## src/rtl/u_enc.sv

```systemverilog
// rtl/u_enc.sv - streaming binary-to-unary (thermometer) encoder with 2-entry skid output
//
// Purpose: accepts a count k and a complement select, emits the W-bit unary
// code (k ones in the low bits, or its bitwise complement). Out-of-range
// requests (k >= W) produce an all-zero code flagged with o_out_err and
// bump a saturating error counter. Output is held in a main register backed
// by a skid register so every handshake path is register-terminated.
//
// Ports:
//   clk          clock, rising edge
//   rst_n        synchronous active-low reset
//   i_in_valid   request valid
//   i_in_k       requested count (legal 0..W-1)
//   i_in_inv     request complement code
//   o_in_ready   encoder can accept a request
//   o_out_valid  output code valid
//   o_out_x      unary code
//   o_out_err    request was out of range (o_out_x is zero)
//   i_out_ready  downstream accepts the output
//   o_err_cnt    saturating count of accepted out-of-range requests

module u_enc #(
  parameter int W                    = 16,
  parameter int P_EMIT_COMPLIMENT_EN = 1,
  localparam int KW                  = $clog2(W + 1)
) (
  input  logic          clk,
  input  logic          rst_n,
  input  logic          i_in_valid,
  input  logic [KW-1:0] i_in_k,
  input  logic          i_in_inv,
  output logic          o_in_ready,
  output logic          o_out_valid,
  output logic [W-1:0]  o_out_x,
  output logic          o_out_err,
  input  logic          i_out_ready,
  output logic [7:0]    o_err_cnt
);

  logic [W-1:0] main_x_q, main_x_d, skid_x_q, skid_x_d;
  logic         main_err_q, main_err_d, skid_err_q, skid_err_d;
  logic         main_valid_q, main_valid_d, skid_valid_q, skid_valid_d;
  logic [7:0]   err_cnt_q, err_cnt_d;

  logic [W-1:0] code;
  logic [W-1:0] enc_x;
  logic         enc_err;
  logic         accept;
  logic         deliver;

  // Encode once on the accept path; the output side only moves stored codes.
  always_comb begin
    code    = '0;
    enc_err = (int'(i_in_k) >= W);
    for (int j = 0; j < W; j++) begin
      code[j] = (j < int'(i_in_k));
    end
    if (enc_err) begin
      enc_x = '0;
    end else if ((P_EMIT_COMPLIMENT_EN != 0) && i_in_inv) begin
      enc_x = ~code;
    end else begin
      enc_x = code;
    end
  end

  // Ready is gated by rst_n so nothing is taken while reset is asserted;
  // otherwise it depends on the skid register alone.
  assign o_in_ready = rst_n & ~skid_valid_q;
  assign accept     = i_in_valid & o_in_ready;
  assign deliver    = main_valid_q & i_out_ready;

  always_comb begin
    main_x_d     = main_x_q;
    main_err_d   = main_err_q;
    main_valid_d = main_valid_q;
    skid_x_d     = skid_x_q;
    skid_err_d   = skid_err_q;
    skid_valid_d = skid_valid_q;
    err_cnt_d    = err_cnt_q;

    if (deliver && skid_valid_q) begin
      // No accept is possible while skid is full, so only the shift happens.
      main_x_d     = skid_x_q;
      main_err_d   = skid_err_q;
      main_valid_d = 1'b1;
      skid_valid_d = 1'b0;
    end else if (accept && (!main_valid_q || deliver)) begin
      main_x_d     = enc_x;
      main_err_d   = enc_err;
      main_valid_d = 1'b1;
    end else begin
      if (deliver) begin
        main_valid_d = 1'b0;
      end
      if (accept) begin
        skid_x_d     = enc_x;
        skid_err_d   = enc_err;
        skid_valid_d = 1'b1;
      end
    end

    if (accept && enc_err && (err_cnt_q != 8'hFF)) begin
      err_cnt_d = err_cnt_q + 8'd1;
    end
  end

  always_ff @(posedge clk) begin
    if (!rst_n) begin
      main_x_q     <= '0;
      main_err_q   <= 1'b0;
      main_valid_q <= 1'b0;
      skid_x_q     <= '0;
      skid_err_q   <= 1'b0;
      skid_valid_q <= 1'b0;
      err_cnt_q    <= 8'd0;
    end else begin
      main_x_q     <= main_x_d;
      main_err_q   <= main_err_d;
      main_valid_q <= main_valid_d;
      skid_x_q     <= skid_x_d;
      skid_err_q   <= skid_err_d;
      skid_valid_q <= skid_valid_d;
      err_cnt_q    <= err_cnt_d;
    end
  end

  assign o_out_valid = main_valid_q;
  assign o_out_x     = main_x_q;
  assign o_out_err   = main_err_q;
  assign o_err_cnt   = err_cnt_q;

endmodule

```

## config.mk

```make
export PLATFORM = sky130hd
export DESIGN_NAME = u_enc
export DESIGN_NICKNAME = d
export VERILOG_FILES = /design/src/rtl/u_enc.sv
export SDC_FILE = /design/constraint.sdc
export NUM_CORES = 1
export LEC_CHECK = 0
export ABC_CLOCK_PERIOD_IN_PS = 3300
export CORE_MARGIN = 4
export CORE_UTILIZATION = 55
export DETAILED_ROUTE_END_ITERATION = 7
export DONT_BUFFER_PORTS = 1
export GPL_TIMING_DRIVEN = 0
export PLACE_DENSITY = 0.76
export SETUP_SLACK_MARGIN = 0.3
export SLEW_MARGIN = 20
export SYNTH_ARGS = -nofsm -noshare
export SYNTH_HDL_FRONTEND = slang
export SYNTH_SLANG_ARGS = --single-unit
```

## constraint.sdc

```tcl
create_clock -name clk -period 3.3 [get_ports clk]
set_input_delay 0.825 -clock clk [delete_from_list [all_inputs] [get_ports clk]]
set_output_delay 0.825 -clock clk [all_outputs]
set_load 0.02 [all_outputs]
```

After elaboration in Yosys (flattened, before gate mapping):

Index checks and enable logic that the tools add are counted.

* bitwise operators: 8
* muxes and demuxes: 9
* $lt $le $gt $ge: 17
* add/sub/neg operators: 1
* equal/unequal tests: 1
* reductions and logical operators: 11

Operators by type and width (count)
* 16-bit two-way mux: 4
* 4-bit by 5-bit less-than comparator with 1-bit output, first input constant: 8
* 3-bit by 5-bit less-than comparator with 1-bit output, first input constant: 4
* 16-bit inverter: 1
* 1-bit by 5-bit less-than comparator with 1-bit output, first input constant: 2
* 2-bit by 5-bit less-than comparator with 1-bit output, first input constant: 2
* 8-bit by 1-bit adder with 8-bit output, second input constant: 1
* 8-bit inequality test, second input constant: 1
* 5-bit greater-or-equal comparator, second input constant: 1
* 1-bit two-way mux: 5
* 1-bit logical AND: 4
* 1-bit inverter: 4
* 1-bit AND: 3
* 3-bit AND reduction: 1
* 3-bit nonzero test: 1
* 2-bit AND reduction: 1
* 2-bit nonzero test: 1
* 2-bit OR reduction: 1
* 1-bit zero test: 1
* 1-bit logical OR: 1

* output and inout port bits: 27
* register bits: 44
* input port bits: 10
* logic and storage cells: 54

Depth between registers and ports, before layout:

Gate-level depths: netlist of run 1.

* depth in word-level cells: 6
* mapped depth: 7
* depth with buffers taken out: 5

Worst setup path before layout of run 1:

No wires, ideal clock.

* path type: input port to output port
* start: input rst_n
* end: output o_in_ready
* cell stages on the path: 2
* path slack: 1.258 ns
* path buffers: 1
* data arrival time: 1.217 ns
* data required time: 2.475 ns
* cells stage by stage: buf_4 > and2b_2

* cells in the longest elaborated chain, start to end: 1

RTL lines
* start, declared: line 28 `input logic rst_n,`
* 1-bit AND: line 69 `assign o_in_ready = rst_n & ~skid_valid_q;`
* end, declared: line 32 `output logic o_in_ready,`

No other way between the ends.

Worst setup path in the final report of run 1:

Ends and elaborated chain as after synthesis.

==> summary.md, run 1 <==
| Metric | Value |
|---|---|
| Outcome | finished, final reports clean |
| Worst-Skew Late Latency | about 0.30 ns |
| Vias/cell | 6.16 |
| Initial antenna violation count | 0 |
| # hold bufs at CTS | 0 |
| Layout cells sized above 1 | 0.122 |
| Async SR Flop Fraction | 0 |
| Syn nets | 266 |
| Count of unique library cells instantiated by Yosys | between 40 and 50 |
| Crit. End Element | primary output |
| DRC viols | 0 |
| Compound-gate portion of the synthesized area | 0.238 |
| Via count | between 1500 and 2000 |
| CTS H-tree depth | 2 |
| Top-area cell type share of the netlist area | 0.400 |
| Pwr Density | a little under 500 nW/um^2 |
| Post_cts resized | 0 |
| Fin crit period | 2.08 ns |
| Dpl ws | about 1.2 ns |
| First-pass GRT wire length | between 8000 and 9000 um |
| Crit-path slowest cell | and2b_2 |
| CTS tree | built |
| Cell family with most CP delay | simple AND/OR/NAND/NOR gates |
| Clock root buffer | clkbuf_8 |
| Final Max Tran Viols | 0 |
| Clk_skew | between 0.006 and 0.007 ns |
| Normalized max-slew margin | 0.653 |
| Hold Path Origin | skid_x_q[7] |
| Synth Area in XOR/XNOR | 0.0637 |
| Post-Syn Instances | 255 |
| Post-synthesis simple-gate area fraction | 0.211 |
| Placer Congestion | between 0.8 and 0.9 |
| Post-synthesis average cell area | roughly 8.6 sq um |
| Syn-to-layout area delta | 8.58% |
| Startpoint Class | primary input |
| CTS buffer count | 5 |
| Critical path startpoint | rst_n |
| Core Region | 3770 sq um |
| Post-DP HPWL | ~3700 um |
| Initial Utilization | 0.584 |
| Synth top cells by count | dfxtp_1 (44), nand2_1 (30), o21ai_0 (19) |
| Power, Total | around 1.2 mW |
| Setup violations, final | 0 |
| Worst setup margin | between 1 and 1.5 ns |
| Post-synth top area cell | dfxtp_1 |
| Yosys warns | 0 |
| CP required | approximately 2.5 ns |
| First drt pass iteration count | 4 |
| PortBufs | 0 |
| Max-cap violations | 0 |
| Placed cell area | between 2000 and 2500 sq um |
| Final hold viol count | 0 |
| Largest family of logic cells by synthesized area | compound AO/OA/AOI/OAI gates |
| Worst Hold Class | reg -> reg |
| R2r worst-path depth | 5 |
| Vias in the first global route | 1633 |
| Hold Slack | around 0.46 ns |
| Gr usage total | 0.204 |
| Num ports | 37 |
| Post-CTS Setup Inserts | 0 |
| Nets@finish | 273 |
| Largest cells by area after synthesis | dfxtp_1 (40%), nand2_1 (5.1%), o21ai_0 (4.3%) |
| X dimension of the die | around 71 um |
| Worst-Margin Slew | ~0.52 ns |
| CTS clk-pin slew, worst paths | around 0.080 ns |
| Clock buffer depth | 2 |
| Leakage | around 0.88 nW |
| Max Fclk | between 400 and 500 MHz |
| Antenna Diode Count | 0 |
| Tcrit/Tclk final | 0.629 |
| Total grt overflow | 0 |
| Min-Delay Path Depth | 2 |
| Total wire length | 5200 um |
| Fraction of the mapped netlist area in adder cells | 0.00569 |
| Most frequent cell after synthesis | dfxtp_1 |
| Number of cell rows | 22 |
| WL per Instance | between 15 and 20 um |
| Cell Area, Synth | around 2200 sq um |
| Iter 0 DRT Violations | roughly 180 |
| Post-synthesis mux area share | 0.0136 |
| Die height | 71.3 um |
| Worst-path cell chain | buf_4, and2b_2 |
| FF+latch count, synth | 44 |
| Post-route design area | between 2000 and 2500 sq um |
| TNS Setup | 0 ns |
| Kind of critical path | in -> out |
| Num Clock Sinks | 44 |
| Sequential fraction of the synthesis area | 0.400 |
| EDFF count, synth | 0 |
| VDD IR max | 0.000320 V |
| Critical path peak fanout | 10 |
| Synth Flop Type | dfxtp_1 |
| WP buf/inv | 1 |
| Worst R2R Start | o_out_valid |
| RSZ-0062 raised after global routing | false |
| Post-route ant nets | 0 |
| Levels on crit path | 2 |
| CP arrival | between 1 and 1.5 ns |
| Max incr delay on CP | 0.28 ns |
| Die area | just over 5000 sq um |
| Maximum number of pins on one net before global-route repair | 14 |
[placed cells by master (no fill, tap or decap), types with 2 or more instances in the layout]
| master | netlist | routed |
|---|---|---|
| a21boi_0 | 5 | 5 |
| a21oi_1 | 8 | 8 |
| a22oi_1 | 2 | 2 |
| a31oi_1 | 14 | 14 |
| a32o_1 | 4 | 4 |
| and2_1 | 5 | 5 |
| and3_1 | 3 | 3 |
| buf_2 | 11 | 11 |
| buf_4 | 6 | 6 |
| bufinv_16 | 0 | 2 |
| clkbuf_1 | 7 | 7 |
| clkbuf_8 | 0 | 5 |
| dfxtp_1 | 44 | 44 |
| inv_1 | 2 | 2 |
| mux2i_1 | 3 | 3 |
| nand2_1 | 30 | 30 |
| nand3_1 | 14 | 14 |
| nand3b_1 | 3 | 3 |
| nand4_1 | 2 | 2 |
| nor2_1 | 3 | 3 |
| nor3_1 | 5 | 5 |
| nor4_1 | 2 | 2 |
| o211a_1 | 2 | 2 |
| o211ai_1 | 4 | 4 |
| o21a_1 | 2 | 2 |
| o21ai_0 | 19 | 19 |
| o31ai_1 | 10 | 10 |
| or3_1 | 8 | 8 |
| xnor2_1 | 9 | 9 |
| xor2_1 | 7 | 7 |
[metal layers]
metal  share of wire  global-route usage  vias to the layer above  wire (um)
li1                -                   -                      939          -
met1            0.43               0.277                      889       2260
met2            0.46               0.306                       73       2400
met3           0.086              0.0659                       10        446
met4           0.018              0.0668                        0         93
met5               0                   0                        -          0
[registers in the layout (all words and copies together) (netlist names)]
signal	count
skid_valid_q	1
o_out_err	1
o_out_x	16
skid_x_q	16
skid_err_q	1
o_out_valid	1
o_err_cnt	8
[logic make-up (layout without fill, tap and decap cells)]
| logic type | count (synthesis) | count (layout) |
|---|---|---|
| AND/OR/NAND/NOR | 85 | 85 |
| multiplexers | 3 | 3 |
| buffers and inverters | 28 | 35 |
| AO/OA/AOI/OAI | 78 | 78 |
| flip-flops | 44 | 44 |
| XOR/XNOR | 16 | 16 |
| adder cells (fa/ha/maj) | 1 | 1 |
[metrics by stage]
step                      cells  utilization
after floorplan             255            -
after global placement      303        0.600
after detailed placement    303        0.600
after CTS                   310        0.634
after global routing        310        0.634
final                       310        0.634
[final timing paths]
kind                       to  slack (ns)
hold / removal    skid_x_q[7]        0.46
setup reg to reg   o_out_x[1]        1.58
setup / recovery   o_in_ready        1.22
hold reg to reg   skid_x_q[7]        0.46
[layout make-up]
type | instances | area (sq um)
multi-input cells | 183 | 1170
clock buffers | 5 | 68.8
well taps | 48 | 60.1
plain buffers | 26 | 141
inverters | 2 | 7.51
clock inverters | 2 | 60.1
fillers | 325 | 1380
flip-flops and latches | 44 | 881
[where the power goes]
group	internal, mW	switching, mW	leakage (nW)
sequential	0.551	0.0335	0.358
clock	0.298	0.179	0.0642
combinational	0.0479	0.0786	0.453
total	0.897	0.291	0.876
Note: power is estimated with default switching activity, not from simulation.
==> inputs of run 2 (changes only) <==
--- a/config.mk
+++ b/config.mk
@@ -5,7 +5,7 @@
 export SDC_FILE = /design/constraint.sdc
 export NUM_CORES = 1
 export LEC_CHECK = 0
-export ABC_CLOCK_PERIOD_IN_PS = 3300
+export ABC_CLOCK_PERIOD_IN_PS = 2100
 export CORE_MARGIN = 4
 export CORE_UTILIZATION = 55
 export DETAILED_ROUTE_END_ITERATION = 7
==> constraint.sdc (replaced) <==
create_clock -name clk -period 2.1 [get_ports clk]
set_input_delay 0.525 -clock clk [delete_from_list [all_inputs] [get_ports clk]]
set_output_delay 0.525 -clock clk [all_outputs]
set_load 0.02 [all_outputs]
==> run 2 against run 1 <==
Effect of this change: setup slack got worse by 0.75 ns; clock skew down 0.00060 ns; sequential power rose by 57%; largest cell class unchanged; combinational power grew 56%; worst hold slack worse by 0.068 ns; total power is 57% higher; wire length down 0.58%; clock power increased by 58%; flip-flop and latch count did not move; register-to-register slack lost 1.1 ns; final area hardly changed.
==> summary.md, run 2 (synthesis gave the netlist of run 1 again) <==
| Metric | Value |
|---|---|
| Outcome | finished, final reports clean (unchanged) |
| Vias in the first global route | 1633 (unchanged) |
| Worst Hold Class | in -> reg (was reg -> reg) |
| CP arrival | 1.82 ns (was 1.25 ns) |
| Num ports | 37 (unchanged) |
| CTS buffer count | 5 (unchanged) |
| Fin crit period | 1.63 ns |
| Layout cells sized above 1 | 0.126 (was 0.122) |
| Pwr Density | 782 nW/um^2 (was 497 nW/um^2) |
| Hold Path Origin | i_in_valid (was skid_x_q[7]) |
| Net Sw Power | 0.462 mW (was 0.291 mW) |
| Worst setup margin | 0.471 ns (was 1.22 ns) |
| Via count | 1889 (was 1911) |
| RSZ-0062 raised after global routing | false (unchanged) |
| Power share of the sequential group | 0.491 (was 0.492) |
| X dimension of the die | 71.3 um (unchanged) |
| CP required | 2.29 ns (was 2.47 ns) |
| # hold bufs at CTS | 0 (unchanged) |
| PortBufs | 0 (unchanged) |
| Power, Total | 1.87 mW (was 1.19 mW) |
| Maximum number of pins on one net before global-route repair | 14 (unchanged) |
| Post-DP HPWL | 3660 um (unchanged) |
| Final Util | 0.634 (about the same) |
| Critical path peak fanout | 5 (was 10) |
| Worst R2R Start | o_err_cnt[0] (was o_out_valid) |
| Post-route ant nets | 0 (unchanged) |
| Leakage | 0.879 nW (was 0.876 nW) |
| Nets@finish | 273 (unchanged) |
| CTS clk-pin slew, worst paths | 0.08 ns (about the same) |
| TNS Setup | 0 ns (unchanged) |
| Layout filler cell count | 327 (was 325) |
| Placer Congestion | 0.863 (unchanged) |
| Total wire length | 5170 um (was 5200 um) |
| Max incr delay on CP | 0.50 ns (was 0.28 ns) |
| Core Region | 3770 sq um (unchanged) |
| Net Sw Frac | 0.247 (was 0.245) |
| Dpl ws | 0.260 ns (was 1.16 ns) |
| Clock root buffer | clkbuf_8 (unchanged) |
| Total grt overflow | 0 (unchanged) |
| Startpoint Class | flip-flop (was primary input) |
| First-pass GRT wire length | 8180 um (unchanged) |
| CTS H-tree depth | 2 (unchanged) |
| VDD IR max | 0.000507 V (was 0.000320 V) |
| Worst-Skew Late Latency | 0.30 ns (about the same) |
| Antenna Diode Count | 0 (unchanged) |
| WL per Instance | 16.7 um (was 16.8 um) |
| Iter 0 DRT Violations | 157 (was 177) |
| Clock buffer depth | 2 (unchanged) |
| Syn-to-layout area delta | 8.64% (was 8.58%) |
| Kind of critical path | reg -> reg (was in -> out) |
| Vias/cell | 6.09 (was 6.16) |
| Critical path startpoint | o_err_cnt[0] (was rst_n) |
| Clk network pwr share | 0.403 (was 0.402) |
| Internal power consumption | 1.41 mW (was 0.897 mW) |
| Final hold viol count | 0 (unchanged) |
| Number of cell rows | 22 (unchanged) |
| Tcrit/Tclk final | 0.776 |
| Die area | 5080 sq um (unchanged) |
| Initial antenna violation count | 0 (unchanged) |
| Initial Utilization | 0.584 (unchanged) |
| Max-cap violations | 0 (unchanged) |
| Commonest non-fill, non-tap cell in the layout | dfxtp_1 (unchanged) |
| First drt pass iteration count | 4 (unchanged) |
| Hold Slack | 0.390 ns (was 0.458 ns) |
| Internal reg-to-reg setup slack | 0.47 ns (was 1.58 ns) |
| Max Fclk | roughly 610 MHz |
| Commonest non-fill, non-tap cells in the layout | dfxtp_1 (44), nand2_1 (30), o21ai_0 (19) (unchanged) |
| Normalized max-slew margin | 0.669 (was 0.653) |
| Worst-Margin Slew | 0.497 ns (was 0.521 ns) |
| Setup violations, final | 0 (unchanged) |
| Worst-path cell chain | ha_1, nand3_1, o21ai_2, mux2i_1, nor2b_1 (was buf_4, and2b_2) |
| CTS tree | built (unchanged) |
| Die height | 71.3 um (unchanged) |
| Crit. End Element | flip-flop (was primary output) |
| Combinational share of power | 0.106 (was 0.107) |
| Final Max Tran Viols | 0 (unchanged) |
| Clk_skew | 0.00586 ns (was 0.00646 ns) |
| DRC viols | 0 (unchanged) |
| Num Clock Sinks | 44 (unchanged) |
| Crit-path slowest cell | dfxtp_1 (was and2b_2) |
| Gr usage total | 0.204 (unchanged) |
[run 2: per-layer routing]
| layer | up-vias | wire length (um) | global-route usage | share of wire |
|---|---|---|---|---|
| met5 | - | 0 | 0 | 0 |
| li1 | 938 | - | - | - |
| met4 | 0 | 57 | 0.0668 | 0.011 |
| met3 | 8 | 455 | 0.0659 | 0.088 |
| met1 | 882 | 2310 | 0.277 | 0.45 |
| met2 | 61 | 2350 | 0.306 | 0.45 |
[run 2: critical path, delay by kind of cell, from the launching register on]
kind / cells / cell delay, ns
flops: 1 / 0.50
compound gates: 1 / 0.31
fa+ha+maj: 1 / 0.27
simple gates: 2 / 0.23
mux: 1 / 0.22
[run 2: metrics by stage]
stage | instances | instance area [sq um]
after floorplan | 255 | 2200
after global placement | 303 | 2260
after detailed placement | 303 | 2260
after CTS | 310 | 2390
after global routing | 310 | 2390
final | 310 | 2390
[run 2: area by class of cell]
class	count	area (sq um)	share of cell area
plain buffers	26	143	0.0597
clock inverters	2	60.1	0.0251
flip-flops and latches	44	881	0.368
clock buffers	5	68.8	0.0288
inverters	2	7.51	0.00314
well taps	48	60.1	0.0251
multi-input cells	183	1170	0.490
[run 2: path summary, 6_finish.rpt]
kind                   to  depth (start not counted)
max reg2reg  o_err_cnt[1]                          5
min reg2reg   skid_x_q[7]                          2
min           o_out_valid                          2
max          o_err_cnt[1]                          5
[run 2: repair_timing]
item | CTS | global route
setup buffers | 0 | 0
endpoints found under the setup margin | 0 | 1
resized for setup | 0 | 2
[run 2: power by group through the flow]
stage	clock network (mW)	registers, mW	logic (mW)
floorplan	0	0.932	0.154
global placement	0	0.939	0.192
detailed placement	0	0.939	0.196
CTS	0.756	0.919	0.197
global route	0.799	0.923	0.219
finish	0.754	0.918	0.198
==> inputs of run 3 (changes only) <==
--- a/config.mk
+++ b/config.mk
@@ -5,7 +5,7 @@
 export SDC_FILE = /design/constraint.sdc
 export NUM_CORES = 1
 export LEC_CHECK = 0
-export ABC_CLOCK_PERIOD_IN_PS = 2100
+export ABC_CLOCK_PERIOD_IN_PS = 1550
 export CORE_MARGIN = 4
 export CORE_UTILIZATION = 55
 export DETAILED_ROUTE_END_ITERATION = 7
==> constraint.sdc (replaced) <==
create_clock -name clk -period 1.55 [get_ports clk]
set_input_delay 0.3875 -clock clk [delete_from_list [all_inputs] [get_ports clk]]
set_output_delay 0.3875 -clock clk [all_outputs]
set_load 0.02 [all_outputs]
==> run 3 against run 2 <==
Effect of this change: clock skew is 0.0012 ns higher; total power is 44% higher; fmax is 11% higher; core utilization is 12 points higher; register-to-register slack worse by 0.39 ns; critical endpoint is now o_out_x[0]; largest cell class unchanged.
==> summary.md, run 3 (synthesis gave the netlist of run 1 again) <==
| Metric | Value |
|---|---|
| CTS clk-pin slew, worst paths | 0.09 ns (was 0.08 ns) |
| Pwr Density | 946 nW/um^2 (was 782 nW/um^2) |
| Power, Total | 2.69 mW (was 1.87 mW) |
| RSZ-0062 raised after global routing | true (was false) |
| Fin crit period | 1.47 ns (was 1.63 ns) |
| Final hold viol count | 0 (unchanged) |
| Tcrit/Tclk final | 0.945 (was 0.776) |
| Syn-to-layout area delta | 29.2% (was 8.64%) |
| Worst-Margin Slew | 0.585 ns (was 0.497 ns) |
| CTS H-tree depth | 2 (unchanged) |
| VDD IR max | 0.000521 V (was 0.000507 V) |
| CP arrival | 1.65 ns (was 1.82 ns) |
| Leakage | 1.03 nW (was 0.879 nW) |
| Initial antenna violation count | 0 (unchanged) |
| PortBufs | 0 (unchanged) |
| Clk_skew | 0.00704 ns (was 0.00586 ns) |
| X dimension of the die | 71.3 um (unchanged) |
| Vias in the first global route | 1820 (was 1633) |
| Min-Delay Path Depth | 2 (unchanged) |
| Total grt overflow | 0 (unchanged) |
| Commonest non-fill, non-tap cells in the layout | dfxtp_1 (34), nand2_1 (28), a31oi_1 (14) (was dfxtp_1 (44), nand2_1 (30), o21ai_0 (19)) |
| Core Region | 3770 sq um (unchanged) |
| Hold Path Origin | i_in_valid (unchanged) |
| Nets@finish | 287 (was 273) |
| TNS Setup | 0 ns (unchanged) |
| Worst R2R Start | skid_valid_q (was o_err_cnt[0]) |
| Worst Hold Class | in -> reg (unchanged) |
| Crit-path slowest cell | dfxtp_2 (was dfxtp_1) |
| FF-to-FF End | o_out_x[0] (was o_err_cnt[1]) |
| Outcome | finished, final reports clean (unchanged) |
| First drt pass iteration count | 4 (unchanged) |
| Clock root buffer | clkbuf_8 (unchanged) |
| Maximum number of pins on one net before global-route repair | 15 (was 14) |
| Number of cell rows | 22 (unchanged) |
| Hold endpoint | o_out_valid (unchanged) |
| Gr usage total | 0.230 (was 0.204) |
| Num Clock Sinks | 44 (unchanged) |
| Max incr delay on CP | 0.33 ns (was 0.50 ns) |
| Worst-Skew Late Latency | 0.30 ns (about the same) |
| First-pass GRT wire length | 9240 um (was 8180 um) |
| Vias/cell | 6.22 (was 6.09) |
| Worst-path cell chain | buf_6, nand3b_1, a21oi_4, buf_4, buf_6, a31oi_1 (was ha_1, nand3_1, o21ai_2, mux2i_1, nor2b_1) |
| CTS buffer count | 5 (unchanged) |
| Total wire length | 5790 um (was 5170 um) |
| Antenna Diode Count | 0 (unchanged) |
| Hold Slack | 0.242 ns (was 0.390 ns) |
| Normalized max-slew margin | 0.610 (was 0.669) |
| Crit. End Element | flip-flop (unchanged) |
| Max Fclk | 682 MHz (was 614 MHz) |
| Kind of critical path | reg -> reg (unchanged) |
| CTS tree | built (unchanged) |
| Cell family with most CP delay | buffers and inverters (was flip-flops) |
| Max-cap violations | 0 (unchanged) |
| WL per Instance | 17.8 um (was 16.7 um) |
| Initial Utilization | 0.584 (unchanged) |
| Layout cells sized above 1 | 0.325 (was 0.126) |
| DRC viols | 0 (unchanged) |
| Commonest non-fill, non-tap cell in the layout | dfxtp_1 (unchanged) |
| CP required | 1.74 ns (was 2.29 ns) |
| Die height | 71.3 um (unchanged) |
| Internal reg-to-reg setup slack | 0.08 ns (was 0.47 ns) |
| Post-DP HPWL | 3640 um (was 3660 um) |
| Clock buffer depth | 2 (unchanged) |
| Startpoint Class | flip-flop (unchanged) |
| Final Max Tran Viols | 0 (unchanged) |
| Placer Congestion | 0.768 (was 0.863) |
| WP buf/inv | 3 (was 0) |
| Critical path peak fanout | 10 (was 5) |
| Die area | 5080 sq um (unchanged) |
| Num ports | 37 (unchanged) |
| Post-route ant nets | 0 (unchanged) |
| R2r worst-path depth | 6 (was 5) |
| Via count | 2020 (was 1889) |
| Setup violations, final | 0 (unchanged) |
| Most used cell, CP | buf_6 |
| Iter 0 DRT Violations | 172 (was 157) |
## run 3: changes by cell type in the layout (fill, tap and decap cells not counted), sizes merged
cell and change:
clkbuf +3, buf +13, bufinv -1
## run 3: worst reg2reg max path, stage by stage, from the launching register on
cell and delay, ns:
dfxtp_2 0.33, buf_6 0.12, nand3b_1 0.20, a21oi_4 0.31, buf_4 0.17, buf_6 0.15
a31oi_1 0.08
## run 3: per-layer routing
metal  share of wire  wire (um)  up-vias  track usage
met5               0          0        -            0
met4           0.016         95        0       0.0772
met3           0.074        427       10       0.0617
met2            0.47       2700       75        0.350
met1            0.44       2570      965        0.317
li1                -          -      970            -
## run 3: layout make-up
type                    count  area (sq um)
clock inverters             1          30.0
flip-flops and latches     44           911
clock buffers               7           119
plain buffers              26           249
well taps                  48          60.1
inverters                   2          7.51
repair buffers             14           110
fillers                   263           927
multi-input cells         183          1360
## run 3: report_power, final
| group | internal (mW) | leakage, nW | total, mW | switching [mW] |
|---|---|---|---|---|
| Combinational | 0.157 | 0.587 | 0.356 | 0.199 |
| Clock | 0.677 | 0.0747 | 1.09 | 0.415 |
| Sequential | 1.16 | 0.365 | 1.24 | 0.0793 |
| Total | 2.00 | 1.03 | 2.69 | 0.693 |
## run 3: how the worst max path moves through the flow
stage                              end  slack [ns]  depth (start not counted)         start
after floorplan            skid_x_q[7]        0.19                          5         rst_n
after global placement     skid_x_q[7]        0.08                          5         rst_n
after detailed placement  skid_x_q[11]        0.06                          6         rst_n
after CTS                   o_in_ready        0.11                          2  skid_valid_q
after global routing        o_out_x[2]        0.03                          6  skid_valid_q
final                       o_out_x[0]        0.08                          6  skid_valid_q
## run 3: through the flow
stage | worst slack [ns] | std cells | utilization | instance area (sq um)
6_report | 0.0846 | 325 | 0.754 | 2840
5_1_grt | 0.0290 | 325 | 0.754 | 2840
4_1_cts | 0.111 | 317 | 0.723 | 2730
3_5_place_dp | 0.0622 | 303 | 0.648 | 2440
3_3_place_gp | 0.0833 | 303 | 0.648 | 2440
2_1_floorplan | 0.187 | 255 | - | 2380
## run 3: timing repair
item	4_1_cts	5_1_grt
endpoints found under the setup margin	44	44
cloned	2	0
buffers inserted	4	8
resized for setup	30	29
hold buffers	0	0
pin swaps	10	7
